===== src/rtl/cpu_ctrl_pkg.sv =====
// ============================================================================
// Module   : cpu_ctrl_pkg
// Purpose  : Shared state encodings and stage-control vectors for cpu_ctrl.
// Revision : 1.0  initial release
// ============================================================================
`default_nettype none

package cpu_ctrl_pkg;

   localparam int CTRL_STATE_BUS = 2;

   typedef enum logic [CTRL_STATE_BUS-1:0] {
      CTRL_STATE_IDLE  = 2'd0,
      CTRL_STATE_RUN   = 2'd1,
      CTRL_STATE_DRAIN = 2'd2,
      CTRL_STATE_HALT  = 2'd3
   } ctrl_state_e;

   localparam int STAGE_PC    = 0;
   localparam int STAGE_IFID  = 1;
   localparam int STAGE_IDEX  = 2;
   localparam int STAGE_EXMEM = 3;
   localparam int STAGE_MEMWB = 4;
   localparam int STAGE_BUS   = 5;

   typedef logic [STAGE_BUS-1:0] stage_vec_t;

   // Canned hold/bubble patterns, bit index = STAGE_* above.
   localparam stage_vec_t STAGE_NONE      = 5'b00000;
   localparam stage_vec_t STAGE_ALL       = 5'b11111;
   localparam stage_vec_t MEMBUSY_STALL   = 5'b01111;
   localparam stage_vec_t MEMBUSY_FLUSH   = 5'b10000;
   localparam stage_vec_t BUBBLE_ID_STALL = 5'b00011;
   localparam stage_vec_t BUBBLE_ID_FLUSH = 5'b00100;
   localparam stage_vec_t BRANCH_FLUSH    = 5'b00110;

endpackage

`default_nettype wire


===== src/rtl/cpu_ctrl_hazard.sv =====
// ============================================================================
// Module   : cpu_ctrl_hazard
// Purpose  : Combinational load-use detector (EX load vs. ID source regs).
// Revision : 1.0  initial release
// ============================================================================
`default_nettype none

module cpu_ctrl_hazard (
   input  logic       ex_is_load_i,
   input  logic [4:0] ex_waddr_i,
   input  logic [4:0] rs1_i,
   input  logic [4:0] rs2_i,
   output logic       load_use_o
);

   logic w_rs_match;

   // x0 is never a real dependency.
   assign w_rs_match = (ex_waddr_i == rs1_i) || (ex_waddr_i == rs2_i);
   assign load_use_o = ex_is_load_i && (ex_waddr_i != 5'd0) && w_rs_match;

endmodule

`default_nettype wire


===== src/rtl/cpu_ctrl.sv =====
// ============================================================================
// Module   : cpu_ctrl
// Purpose  : 5-stage pipeline sequencer: stall/flush generation, drain & halt.
//            Optional perf counters enabled by macro CPU_CTRL_PERF_CNT_EN.
// Revision : 1.0  initial release
// ============================================================================
`default_nettype none

module cpu_ctrl
   import cpu_ctrl_pkg::*;
#(
   parameter int DRAIN_CYCLES = 3,
   parameter int CNT_WIDTH    = 32
) (
   input  logic                 clk,
   input  logic                 rst_n,
   input  logic                 start_i,
   input  logic                 halt_req_i,
   input  logic                 id_valid_i,
   input  logic                 id_error_i,
   input  logic [31:0]          id_pc_i,
   input  logic [31:0]          id_instr_i,
   input  logic [4:0]           id_rs1_i,
   input  logic [4:0]           id_rs2_i,
   input  logic                 ex_is_load_i,
   input  logic [4:0]           ex_waddr_i,
   input  logic                 ex_branch_taken_i,
   input  logic                 mem_busy_i,
   output logic [4:0]           stall_o,
   output logic [4:0]           flush_o,
   output logic                 halted_o,
   output logic                 error_o,
   output logic [31:0]          err_pc_o,
   output logic [31:0]          err_instr_o,
   output logic [CNT_WIDTH-1:0] cycle_cnt_o,
   output logic [CNT_WIDTH-1:0] stall_cnt_o
);

   localparam int DW = (DRAIN_CYCLES < 2) ? 1 : $clog2(DRAIN_CYCLES + 1);
   localparam logic [DW-1:0] c_DRAIN_LOAD = DW'(DRAIN_CYCLES);
   localparam logic [DW-1:0] c_ONE        = DW'(1);

   ctrl_state_e   r_state;
   ctrl_state_e   w_state_nxt;
   logic [DW-1:0] r_drain_cnt;
   logic [DW-1:0] w_drain_nxt;
   stage_vec_t    w_stall;
   stage_vec_t    w_flush;
   logic          w_capture;
   logic          w_load_use;
   logic          r_halted;
   logic          r_error;
   logic [31:0]   r_err_pc;
   logic [31:0]   r_err_instr;

   cpu_ctrl_hazard u_hazard (
      .ex_is_load_i (ex_is_load_i),
      .ex_waddr_i   (ex_waddr_i),
      .rs1_i        (id_rs1_i),
      .rs2_i        (id_rs2_i),
      .load_use_o   (w_load_use)
   );

   always_comb begin
      w_state_nxt = r_state;
      w_drain_nxt = r_drain_cnt;
      w_stall     = STAGE_NONE;
      w_flush     = STAGE_NONE;
      w_capture   = 1'b0;
      case (r_state)
         CTRL_STATE_IDLE: begin
            w_stall = STAGE_ALL;
            if (start_i) w_state_nxt = CTRL_STATE_RUN;
         end
         CTRL_STATE_RUN: begin
            if (mem_busy_i) begin
               w_stall = MEMBUSY_STALL;
               w_flush = MEMBUSY_FLUSH;
            end else if (ex_branch_taken_i) begin
               w_flush = BRANCH_FLUSH;
            end else if ((id_valid_i && id_error_i) || halt_req_i) begin
               // Error wins over halt request; both start the drain identically.
               w_stall     = BUBBLE_ID_STALL;
               w_flush     = BUBBLE_ID_FLUSH;
               w_capture   = id_valid_i && id_error_i;
               w_drain_nxt = c_DRAIN_LOAD;
               w_state_nxt = (DRAIN_CYCLES == 0) ? CTRL_STATE_HALT : CTRL_STATE_DRAIN;
            end else if (w_load_use) begin
               w_stall = BUBBLE_ID_STALL;
               w_flush = BUBBLE_ID_FLUSH;
            end
         end
         CTRL_STATE_DRAIN: begin
            if (mem_busy_i) begin
               w_stall = MEMBUSY_STALL;
               w_flush = MEMBUSY_FLUSH;
            end else begin
               w_stall     = BUBBLE_ID_STALL;
               w_flush     = BUBBLE_ID_FLUSH;
               w_drain_nxt = r_drain_cnt - c_ONE;
               if (r_drain_cnt <= c_ONE) w_state_nxt = CTRL_STATE_HALT;
            end
         end
         CTRL_STATE_HALT: begin
            w_stall = STAGE_ALL;
         end
         default: begin
            w_stall     = STAGE_ALL;
            w_state_nxt = CTRL_STATE_IDLE;
         end
      endcase
   end

   always_ff @(posedge clk or negedge rst_n) begin
      if (!rst_n) begin
         r_state     <= CTRL_STATE_IDLE;
         r_drain_cnt <= '0;
         r_halted    <= 1'b0;
         r_error     <= 1'b0;
         r_err_pc    <= '0;
         r_err_instr <= '0;
      end else begin
         r_state     <= w_state_nxt;
         r_drain_cnt <= w_drain_nxt;
         r_halted    <= (w_state_nxt == CTRL_STATE_HALT);
         if (w_capture) begin
            r_error     <= 1'b1;
            r_err_pc    <= id_pc_i;
            r_err_instr <= id_instr_i;
         end
      end
   end

   assign stall_o     = w_stall;
   assign flush_o     = w_flush;
   assign halted_o    = r_halted;
   assign error_o     = r_error;
   assign err_pc_o    = r_err_pc;
   assign err_instr_o = r_err_instr;

`ifdef CPU_CTRL_PERF_CNT_EN
   localparam logic [CNT_WIDTH-1:0] c_CNT_ONE = CNT_WIDTH'(1);

   logic                 w_active;
   logic [CNT_WIDTH-1:0] r_cycle_cnt;
   logic [CNT_WIDTH-1:0] r_stall_cnt;

   assign w_active = (r_state == CTRL_STATE_RUN) || (r_state == CTRL_STATE_DRAIN);

   always_ff @(posedge clk or negedge rst_n) begin
      if (!rst_n) begin
         r_cycle_cnt <= '0;
         r_stall_cnt <= '0;
      end else if (w_active) begin
         r_cycle_cnt <= r_cycle_cnt + c_CNT_ONE;
         if (w_stall[STAGE_PC]) r_stall_cnt <= r_stall_cnt + c_CNT_ONE;
      end
   end

   assign cycle_cnt_o = r_cycle_cnt;
   assign stall_cnt_o = r_stall_cnt;
`else
   assign cycle_cnt_o = '0;
   assign stall_cnt_o = '0;
`endif

endmodule

`default_nettype wire


===== config.mk =====
export PLATFORM = sky130hd
export DESIGN_NAME = cpu_ctrl
export DESIGN_NICKNAME = d
export VERILOG_FILES = /design/src/rtl/cpu_ctrl_pkg.sv /design/src/rtl/cpu_ctrl_hazard.sv /design/src/rtl/cpu_ctrl.sv
export SDC_FILE = /design/constraint.sdc
export NUM_CORES = 1
export LEC_CHECK = 0
export ABC_AREA = 0
export BUFFER_PORTS_ARGS = -buffer_cell sky130_fd_sc_hd__buf_2
export CAP_MARGIN = 10
export CORE_ASPECT_RATIO = 2
export CORE_MARGIN = 2
export CORE_UTILIZATION = 25
export CTS_CLUSTER_SIZE = 40
export DETAILED_ROUTE_END_ITERATION = 8
export HOLD_SLACK_MARGIN = 0.12
export SYNTH_ARGS = -nofsm -noshare
export SYNTH_HDL_FRONTEND = slang
export SYNTH_SLANG_ARGS = --single-unit

===== constraint.sdc =====
create_clock -name clk -period 2.7 [get_ports clk]
set_input_delay 0.27 -clock clk [delete_from_list [all_inputs] [get_ports clk]]
set_output_delay 0.27 -clock clk [all_outputs]
set_load 0.02 [all_outputs]

==> results of run 1 <==
[cells by family after synthesis]
| logic type | Yosys count |
|---|---|
| DFF | 70 |
| xor gates and xnor gates | 10 |
| adders and majority gates | 6 |
| buffers and inverters | 82 |
| other | 1 |
| muxes | 64 |
| AOI/OAI and AO/OA | 22 |
| and+or+nand+nor | 27 |
[flip-flops by register name (all words and copies together), names as in the netlist]
name / flops
err_pc_o: 32
error_o: 1
r_state: 2
r_drain_cnt: 2
err_instr_o: 32
halted_o: 1
[worst paths after layout]
| path | startpoint | to | slack [ns] | depth (start not counted) |
|---|---|---|---|---|
| setup / recovery | r_state[1] | stall_o[1] | 0.51 | 8 |
| hold / removal | id_instr_i[8] | err_instr_o[8] | 0.16 | 2 |
| setup reg to reg | r_state[1] | err_instr_o[9] | 0.52 | 8 |
| hold reg to reg | error_o | error_o | 0.46 | 1 |
| max in group asynchronous | rst_n | err_pc_o[16] | 1.38 | 3 |
| min in group asynchronous | rst_n | err_instr_o[3] | 0.55 | 2 |
[layer usage]
| metal | GRT usage, % | up-vias |
|---|---|---|
| li1 | - | 1148 |
| met2 | 19.8 | 144 |
| met5 | 0 | - |
| met3 | 2.60 | 9 |
| met4 | 5.64 | 0 |
| met1 | 9.99 | 1229 |
[metrics by stage]
step                      hold WS (ns)  area [um2]  utilization [%]  setup WS (ns)  total power, mW
after floorplan                -0.0256        3990                -          0.771             3.55
after global placement           0.401        4460             30.2          0.610             4.23
after detailed placement         0.401        4460             30.2          0.534             4.29
after CTS                        0.144        4740             32.1          0.507             5.40
after global routing             0.150        4740             32.1          0.356             5.65
final                            0.158        4740             32.1          0.508             5.32
[timing repair]
action	CTS	global route
hold buffers	1	0
hold endpoints to repair	31	0
endpoints found under the setup margin	0	0
[cell usage in the layout, fill, tap and decap left out, types with 2 or more instances in the layout]
master and instances:
sky130_fd_sc_hd__buf_2 161, sky130_fd_sc_hd__ha_1 6, sky130_fd_sc_hd__nor2_4 2, sky130_fd_sc_hd__clkbuf_1 2, sky130_fd_sc_hd__dfrtp_1 70, sky130_fd_sc_hd__mux2_4 40, sky130_fd_sc_hd__o21ai_0 7, sky130_fd_sc_hd__nand2_1 7
sky130_fd_sc_hd__buf_12 2, sky130_fd_sc_hd__o22ai_1 2, sky130_fd_sc_hd__mux2_1 9, sky130_fd_sc_hd__inv_1 5, sky130_fd_sc_hd__conb_1 66, sky130_fd_sc_hd__xnor2_1 10, sky130_fd_sc_hd__nand3_1 3, sky130_fd_sc_hd__mux2_2 15
sky130_fd_sc_hd__clkbuf_16 9, sky130_fd_sc_hd__buf_4 2, sky130_fd_sc_hd__a21oi_1 7, sky130_fd_sc_hd__clkinv_2 3, sky130_fd_sc_hd__nor2_1 6, sky130_fd_sc_hd__nor2b_1 2
[power breakdown]
part	internal [mW]	switching, mW
clock	0.642	0.422
combinational	1.03	1.38
sequential	1.56	0.287
total	3.24	2.09
[layout make-up]
type | instances | area [um2]
fill | 1505 | 10000
sequential | 70 | 1750
multi-input combinational | 195 | 1580
timing repair buffer | 166 | 871
clock buffer | 12 | 246
tap | 195 | 244
clock inverter | 4 | 22.5
inverter | 6 | 22.5
[critical path: cells and delay by family, from the launching register on]
kind | cells | cell delay [ns]
simple gates | 2 | 0.22
fa+ha+maj | 1 | 0.30
buf+inv | 3 | 0.45
compound gates | 2 | 0.19
flops | 1 | 0.42
==> impl_metrics.csv, run 1 <==
group,metric,value,unit
status,outcome,"complete, no violations",
clock_tree,cts-root-to-sink-buffers,2,
synthesis,post_synth_inst_count,282,
die,floorplan.core_area,0.0147,mm2
die,initial_core_util,25.4,%
synthesis,post-synth-top-area-fraction,46.7,%
synthesis,ys_seq_area_share,46.7,%
power_and_ir_drop,ir_worst_vdd,0.417,mV
clock_tree,cts.root.buffer_cell,"sky130_fd_sc_hd__clkbuf_16",
placement,placedCellCount,631,
setup_path,category_of_the_worst_setup_path_launch_point,"register",
setup_path,critical_path_peak_fanout,6,
synthesis,async_flop_share,100,%
sta,actual_slew_at_the_worst_max_slew_pin,0.774,ns
synthesis,synth_adder_area_share,2.00,%
synthesis,yosys_warnings,0,
synthesis,yosysMostFrequentCell,"sky130_fd_sc_hd__dfrtp_1",
route,antenna_left,0,
global_routing,number_of_global_route_vias_before_repair,2594,
global_routing,antenna_found_initial,0,
cells_and_area,layout.nets,542,
global_routing,globalRoute.totalOverflow,0,
route,wl,8390,um
cells_and_area,insertedDiodeCount,0,
route,viasPerCell,3.90,
sta,post-route-period-util,81.2,%
sta,totalNegativeSetupSlack,0,ns
route,met3RoutedLength,611,um
route,drc,0,
synthesis,synth_simple_gate_area_share,4.07,%
setup_path,crit_path_cell_trace,"inv_1 > ha_1 > inv_2 > nor2_4 > nand2_1 > a21oi_1 > a21oi_1 > buf_2",
power_and_ir_drop,power.static_leakage,2.50,nW
die,num_rows,63,
setup_path,critical-path-slowest-cell,"sky130_fd_sc_hd__dfrtp_1",
sta,hold_violations,0,
placement,hpwlAfterDp,6520,um
route,detailedRoute.firstPassIterationCount,2,
synthesis,post_synth_xor_area_fraction,2.34,%
route,initialDrtViolationCount,78,
route,met2RoutedLength,4810,um
synthesis,synth_area_per_cell,13.3,um2
synthesis,synth.top_cells.by_count,"70 x sky130_fd_sc_hd__dfrtp_1, 69 x sky130_fd_sc_hd__buf_4, 40 x sky130_fd_sc_hd__mux2_4",
setup_path,critPathMaxStageDelay,0.42,ns
route,dr_total_vias,2530,
die,pin_count,228,
synthesis,yosys-top-cells-area,"sky130_fd_sc_hd__dfrtp_1 47%, sky130_fd_sc_hd__mux2_4 16%, sky130_fd_sc_hd__buf_4 14%, sky130_fd_sc_hd__mux2_2 4.5%, sky130_fd_sc_hd__mux2_1 2.7%",
die,design.die.area,0.0160,mm2
die,chipWidth,90.6,um
synthesis,synth_top_family_by_area,"multiplexers",
synthesis,synth-edff-count,0,
cells_and_area,area_delta_synth_final,26.4,%
clock_tree,clk_transition_reported_paths,0.06,ns
setup_path,timing.critical_path.arrival,1.92,ns
cells_and_area,share_of_layout_cells_above_drive_strength_1,53.9,%
synthesis,ys_flop_type,"sky130_fd_sc_hd__dfrtp_1",
route,detail_route.wirelength.met1,2770,um
synthesis,synth-compound-area-share,3.87,%
placement,gp_congestion,0.804,
sta,setup_viol_count_final,0,
setup_path,endpoint_type_of_the_worst_setup_path,"output pin",
clock_tree,clock-sinks,70,
setup_path,worst-setup-path-type,"register to output pin",
die,die-height,177,um
setup_path,required,2.43,ns
sta,setup_repair_after_global_routing_missed_its_margin,"no",
route,route.detailed.wl_per_inst,12.9,um
clock_tree,cts_tree,"yes",
synthesis,synth_cell_types,34,
global_routing,grt_use_total,10.4,%
clock_tree,cts_repair_resize_count,0,
sta,worst_clock_skew,0.00605,ns
clock_tree,htreeDepth,3,
synthesis,post_synth_mux_area_share,23.2,%
route,route.top_layer_used,"met4",
setup_path,cp_common_cell,"sky130_fd_sc_hd__a21oi_1",
clock_tree,cts_buf_count,9,
global_routing,grt_first_pass_wirelength,12900,um
clock_tree,clk-insertion-delay-late,0.33,ns
sta,max_clock_freq,456,MHz
sta,timing.slew.headroom,48.4,%
sta,fin_crit,2.19,ns
power_and_ir_drop,total_power_per_unit_cell_area,1120,mW/mm2
global_routing,grt_max_degree,35,
synthesis,synth_area_leader_cell,"sky130_fd_sc_hd__dfrtp_1",
run,drv.max_cap_violation_count,0,
cells_and_area,layoutNonFillerInstCount,648,
placement,port_buffers,161,
sta,maxSlewViolCount,0,
synthesis,register_bit_count_reported_by_yosys,70,
min_path,worst_hold_path_type,"primary input to register",
clock_tree,post_cts_buffers,0,
synthesis,mappedNetlistArea,0.00375,mm2
No activity file was read; power rests on OpenSTA's default activity.
==> run 2: changes to the inputs <==
Settings changed: ABC_AREA 0 to 1.
Clock period 2.7 ns to 2.2 ns, I/O delays scaled along.
==> run 2 against run 1 <==
  * Clock power up 59%
  * Critical endpoint is now err_instr_o[6]
  * Total power down 36%
  * Routed wire length up 7.3%
  * First-iteration DRC count down 38%
  * Via count up 13%
  * Worst hold slack worse by 0.019 ns
  * Largest power group is now clock
  * Clock-buffer cell count down 1
  * Combinational power down 83%
  * Critical path type is now register to register
  * Synthesized cell count up 13%
  * Non-clock buffer count up 57
==> impl_metrics.csv, run 2 <==
group,metric,value,unit
synthesis,ys_seq_area_share,46.4,%
placement,gp_congestion,0.803,
status,outcome,"complete, no violations",
run,drv.max_cap_violation_count,0,
sta,maxSlewViolCount,0,
route,route.detailed.wl_per_inst,12.1,um
route,drc,0,
clock_tree,cts_repair_resize_count,0,
synthesis,yosys_warnings,0,
route,wl,8990,um
synthesis,synth_area_per_cell,11.8,um2
synthesis,post-synth-top-area-fraction,46.4,%
route,dr_total_vias,2866,
clock_tree,clk_transition_reported_paths,0.06,ns
clock_tree,cts.root.buffer_cell,"sky130_fd_sc_hd__clkbuf_16",
sta,max_clock_freq,511,MHz
route,viasPerCell,3.85,
route,detailedRoute.firstPassIterationCount,4,
setup_path,required,2.41,ns
route,initialDrtViolationCount,48,
synthesis,synth_area_leader_cell,"sky130_fd_sc_hd__dfrtp_1",
die,pin_count,228,
cells_and_area,share_of_layout_cells_above_drive_strength_1,44.6,%
die,design.die.area,0.0161,mm2
sta,hold_violations,0,
min_path,worst_hold_startpoint,"id_pc_i[14]",
power_and_ir_drop,power.static_leakage,3.25,nW
sta,actual_slew_at_the_worst_max_slew_pin,0.871,ns
sta,fin_crit,1.96,ns
cells_and_area,final_common_cell,"sky130_fd_sc_hd__buf_2",
die,die-height,178,um
setup_path,critical_path_peak_fanout,29,
global_routing,globalRoute.totalOverflow,0,
global_routing,number_of_global_route_vias_before_repair,2864,
clock_tree,htreeDepth,3,
min_path,worst_hold_path_type,"primary input to register",
synthesis,synth_cell_types,25,
cells_and_area,layout_common_cells,"160 x sky130_fd_sc_hd__buf_2, 70 x sky130_fd_sc_hd__dfrtp_1, 66 x sky130_fd_sc_hd__conb_1, 60 x sky130_fd_sc_hd__dlygate4sd3_1, 49 x sky130_fd_sc_hd__mux2_4",
die,floorplan.core_area,0.0148,mm2
global_routing,grt_use_total,10.9,%
synthesis,post_synth_inst_count,320,
synthesis,mappedNetlistArea,0.00377,mm2
route,antenna_left,0,
setup_path,crit_path_cell_trace,"inv_1 > ha_1 > inv_2 > nor2_4 > nand4_4 > buf_12 > mux2_4",
global_routing,antenna_found_initial,0,
sta,worst_clock_skew,0.00654,ns
setup_path,timing.rr.end,"err_instr_o[6]",
clock_tree,clk-insertion-delay-late,0.33,ns
sta,setup_repair_after_global_routing_missed_its_margin,"no",
synthesis,async_flop_share,100,%
placement,placedCellCount,668,
setup_path,worstRegToRegCells,7,
setup_path,critPathMaxStageDelay,0.41,ns
die,initial_core_util,25.4,%
synthesis,register_bit_count_reported_by_yosys,70,
setup_path,cp_top_family,"buffers and inverters",
clock_tree,post_cts_buffers,0,
sta,setup_viol_count_final,0,
sta,timing.slew.headroom,41.9,%
power_and_ir_drop,ir_worst_vdd,0.391,mV
sta,post-route-period-util,89.0,%
clock_tree,cts_buf_count,9,
clock_tree,cts-root-to-sink-buffers,2,
sta,hold_ws,0.139,ns
synthesis,synth.top_cells.by_count,"70 x sky130_fd_sc_hd__dfrtp_1, 68 x sky130_fd_sc_hd__buf_4, 49 x sky130_fd_sc_hd__mux2_4",
power_and_ir_drop,total_power_per_unit_cell_area,624,mW/mm2
synthesis,yosys-top-cells-area,"sky130_fd_sc_hd__dfrtp_1 46%, sky130_fd_sc_hd__mux2_4 20%, sky130_fd_sc_hd__buf_4 14%, sky130_fd_sc_hd__mux2_2 4.5%, sky130_fd_sc_hd__nand2_1 3.9%",
setup_path,cp_num_buf_inv,3,
synthesis,synth-edff-count,0,
setup_path,worstSetupPathDepth,7,
setup_path,timing.critical_path.arrival,2.17,ns
cells_and_area,layout.nets,638,
setup_path,setup.reg_to_reg.worst_slack,0.24,ns
synthesis,ys_flop_type,"sky130_fd_sc_hd__dfrtp_1",
global_routing,grt_first_pass_wirelength,13800,um
min_path,timing.hold.worst_path_depth,2,
die,chipWidth,90.8,um
setup_path,worst-setup-path-type,"register to register",
cells_and_area,area_delta_synth_final,45.4,%
sta,totalNegativeSetupSlack,0,ns
setup_path,endpoint_type_of_the_worst_setup_path,"register",
setup_path,critical-path-slowest-cell,"sky130_fd_sc_hd__dfrtp_1",
setup_path,category_of_the_worst_setup_path_launch_point,"register",
global_routing,grt_max_degree,71,
die,num_rows,63,
min_path,holdPathEnd,"err_pc_o[14]",
clock_tree,cts_tree,"yes",
placement,port_buffers,161,
clock_tree,clock-sinks,70,
setup_path,critical_path.reg2reg.startpoint,"r_state[1]",
synthesis,yosysMostFrequentCell,"sky130_fd_sc_hd__dfrtp_1",
cells_and_area,layoutNonFillerInstCount,744,
cells_and_area,insertedDiodeCount,0,
placement,hpwlAfterDp,6340,um
==> run 2: cell count changes after synthesis, sizes merged, moves of 2 or more <==
| cell | before | now |
|---|---|---|
| o21ai | 7 | 5 |
| xnor2 | 10 | 2 |
| a2111oi | 2 | 0 |
| nand2 | 7 | 39 |
| nand4 | 0 | 2 |
| nor2 | 8 | 12 |
| a21oi | 8 | 2 |
| o22ai | 2 | 0 |
| inv | 6 | 30 |
| nor2b | 2 | 0 |
==> run 2: timing repair <==
item / 4_1_cts / 5_1_grt
endpoints found under the hold margin: 127 / 2
hold buffers: 58 / 2
setup endpoints to repair: 0 / 0
==> run 2: cell families after synthesis <==
| group | share of synthesized area, % |
|---|---|
| AO/OA/AOI/OAI | 1.69 |
| AND/OR/NAND/NOR | 6.87 |
| buffers and inverters | 18.4 |
| XOR/XNOR | 0.465 |
| adder cells (fa/ha/maj) | 1.99 |
| flip-flops | 46.4 |
| other | 0.0994 |
| multiplexers | 24.0 |
==> run 2: where the power goes <==
group	internal, mW	leakage, nW	switching, mW
Clock	1.14	0.166	0.552
Sequential	1.31	0.944	0.0115
Combinational	0.176	2.14	0.233
Total	2.63	3.25	0.797
==> run 2: how the worst max path moves through the flow <==
stage | startpoint | to
floorplan | r_state[0] | stall_o[3]
global placement | r_state[1] | err_instr_o[13]
detailed placement | r_state[1] | err_instr_o[6]
CTS | r_state[1] | err_instr_o[6]
global route | r_state[1] | err_instr_o[10]
finish | r_state[1] | err_instr_o[6]
==> run 2: layer usage <==
| metal | global-route usage (%) | vias to the layer above | part of all wire (%) |
|---|---|---|---|
| met3 | 2.97 | 24 | 6.4 |
| met1 | 10.7 | 1327 | 35 |
| li1 | - | 1343 | - |
| met4 | 5.62 | 0 | 3.5 |
| met5 | 0 | - | 0 |
| met2 | 20.5 | 172 | 55 |
==> run 2: worst register-to-register path: stages (launching register included) <==
cell and delay [ns]:
sky130_fd_sc_hd__dfrtp_1 0.41, sky130_fd_sc_hd__inv_1 0.11, sky130_fd_sc_hd__ha_1 0.24, sky130_fd_sc_hd__inv_2 0.09, sky130_fd_sc_hd__nor2_4 0.12, sky130_fd_sc_hd__nand4_4 0.24, sky130_fd_sc_hd__buf_12 0.29, sky130_fd_sc_hd__mux2_4 0.34
==> run 2: metrics by stage <==
step | cell area (um2) | setup slack (ns) | utilization, % | power (mW)
5_1_grt | 5480 | 0.131 | 37.0 | 3.60
6_report | 5480 | 0.243 | 37.0 | 3.42
3_5_place_dp | 4530 | 0.203 | 30.6 | 1.67
2_1_floorplan | 4020 | 0.454 | - | 1.61
4_1_cts | 5460 | 0.202 | 36.9 | 3.49
3_3_place_gp | 4530 | 0.275 | 30.6 | 1.66
==> run 2: final cells by class <==
type	count	area [um2]
fillers	1443	9340
flip-flops and latches	70	1750
multi-input cells	210	1580
repair buffers	223	1450
well taps	195	244
clock buffers	11	243
inverters	30	113
clock inverters	5	106
==> run 3: changes to the inputs <==
Settings changed: CTS_BUF_LIST set to sky130_fd_sc_hd__clkbuf_4 sky130_fd_sc_hd__clkbuf_8 sky130_fd_sc_hd__clkbuf_16, CTS_CLUSTER_SIZE 40 to 28.
==> run 3 against run 2 <==
  * Worst hold slack barely moved
  * Sequential share of layout area hardly changed
  * Register-to-register slack about the same
  * Largest cell class unchanged
  * Largest power group unchanged
==> impl_metrics.csv, run 3 (synthesized netlist as in run 2, its figures left out) <==
group,metric,value,unit
setup_path,critical_path_peak_fanout,29,
run,drv.max_cap_violation_count,0,
die,design.die.area,0.0161,mm2
setup_path,endpoint_type_of_the_worst_setup_path,"register",
sta,setup_repair_after_global_routing_missed_its_margin,"no",
die,initial_core_util,25.4,%
cells_and_area,layout_common_cells,"160 x sky130_fd_sc_hd__buf_2, 70 x sky130_fd_sc_hd__dfrtp_1, 66 x sky130_fd_sc_hd__conb_1, 60 x sky130_fd_sc_hd__dlygate4sd3_1, 49 x sky130_fd_sc_hd__mux2_4",
setup_path,category_of_the_worst_setup_path_launch_point,"register",
sta,post-route-period-util,89.0,%
clock_tree,clk_transition_reported_paths,0.06,ns
sta,hold_violations,0,
cells_and_area,final_common_cell,"sky130_fd_sc_hd__buf_2",
setup_path,timing.critical_path.from,"r_state[1]",
placement,placedCellCount,668,
setup_path,worst-setup-path-type,"register to register",
global_routing,antenna_found_initial,0,
setup_path,critical_path.reg2reg.startpoint,"r_state[1]",
clock_tree,clk-insertion-delay-late,0.33,ns
min_path,worst_hold_path_type,"primary input to register",
sta,actual_slew_at_the_worst_max_slew_pin,0.872,ns
setup_path,timing.critical_path.arrival,2.17,ns
route,wl,9000,um
status,outcome,"complete, no violations",
setup_path,required,2.41,ns
clock_tree,htreeDepth,3,
sta,worst_clock_skew,0.00659,ns
placement,postPlaceCellArea,0.00453,mm2
clock_tree,clock-sinks,70,
route,drc,0,
cells_and_area,share_of_layout_cells_above_drive_strength_1,44.8,%
global_routing,globalRoute.totalOverflow,0,
clock_tree,cts_buf_count,9,
global_routing,grt_use_total,10.9,%
cells_and_area,nFillCells,1442,
die,die-height,178,um
global_routing,grt_max_degree,71,
placement,port_buffers,161,
sta,setup_viol_count_final,0,
die,floorplan.core_area,0.0148,mm2
global_routing,number_of_global_route_vias_before_repair,2864,
sta,fin_crit,1.96,ns
clock_tree,cts_repair_resize_count,0,
route,initialDrtViolationCount,51,
power_and_ir_drop,power.static_leakage,3.25,nW
die,pin_count,228,
cells_and_area,design_area,0.00549,mm2
route,route.detailed.wl_per_inst,12.1,um
cells_and_area,area_delta_synth_final,45.5,%
sta,maxSlewViolCount,0,
cells_and_area,layoutNonFillerInstCount,744,
min_path,worst_hold_startpoint,"id_pc_i[0]",
sta,hold_ws,0.139,ns
power_and_ir_drop,power.total,3.43,mW
power_and_ir_drop,ir_worst_vdd,0.391,mV
global_routing,grt_first_pass_wirelength,13800,um
cells_and_area,insertedDiodeCount,0,
route,antenna_left,0,
route,detailedRoute.firstPassIterationCount,4,
clock_tree,cts-root-to-sink-buffers,2,
cells_and_area,finished_core_util,37.0,%
clock_tree,cts_tree,"yes",
sta,max_clock_freq,511,MHz
die,chipWidth,90.8,um
die,num_rows,63,
placement,gp_congestion,0.803,
sta,timing.slew.headroom,41.8,%
cells_and_area,multi_input_area,0.00158,mm2
route,viasPerCell,3.85,
placement,hpwlAfterDp,6340,um
sta,totalNegativeSetupSlack,0,ns
cells_and_area,layout.nets,638,
clock_tree,cts.root.buffer_cell,"sky130_fd_sc_hd__clkbuf_16",
cells_and_area,ff_latch_area,0.00175,mm2
power_and_ir_drop,total_power_per_unit_cell_area,626,mW/mm2
route,dr_total_vias,2861,
placement,detailedPlace.worstSlack,0.203,ns
sta,worst_slack,0.243,ns
==> run 3: cell counts in the layout (fill, tap and decap cells not counted) <==
No cell type changed its count.
==> run 3: cell type report <==
cell class | count | area share [%]
flip-flops and latches | 70 | 31.9
multi-input cells | 210 | 28.7
repair buffers | 223 | 26.4
clock buffers | 11 | 4.49
well taps | 195 | 4.45
inverters | 30 | 2.05
clock inverters | 5 | 1.94
==> run 3: report_power, final <==
part	internal [mW]	switching [mW]
Combinational	0.176	0.233
Sequential	1.31	0.0115
Clock	1.15	0.552
Total	2.64	0.797
==> run 3: worst paths after layout <==
check                            endpoint  slack [ns]  cells past startpoint
min reg2reg                       error_o        0.47                      2
max in group asynchronous      r_state[1]        1.08                      2
min                           err_pc_o[0]        0.14                      2
max reg2reg                err_instr_o[6]        0.24                      7
max                        err_instr_o[6]        0.24                      7
min in group asynchronous    err_pc_o[23]        0.56                      2
==> run 3: routing by layer <==
layer | part of all wire, % | GRT usage (%) | up-vias | wire [um]
met5 | 0 | 0 | - | 0
met4 | 3.5 | 5.62 | 0 | 316
met3 | 6.4 | 2.97 | 24 | 575
met2 | 55 | 20.5 | 170 | 4960
met1 | 35 | 10.7 | 1324 | 3140
li1 | - | - | 1343 | -
==> run 3: worst max-delay path: stages, from the launching register on <==
cell	delay, ns
sky130_fd_sc_hd__dfrtp_1	0.41
sky130_fd_sc_hd__inv_1	0.11
sky130_fd_sc_hd__ha_1	0.24
sky130_fd_sc_hd__inv_2	0.09
sky130_fd_sc_hd__nor2_4	0.12
sky130_fd_sc_hd__nand4_4	0.24
sky130_fd_sc_hd__buf_12	0.29
sky130_fd_sc_hd__mux2_4	0.32
==> run 3: what timing repair did <==
action                                 in CTS  in global routing
hold buffers                               58                  2
endpoints found under the hold margin     127                  2
setup endpoints to repair                   0                  0
setup buffers                               0                  0
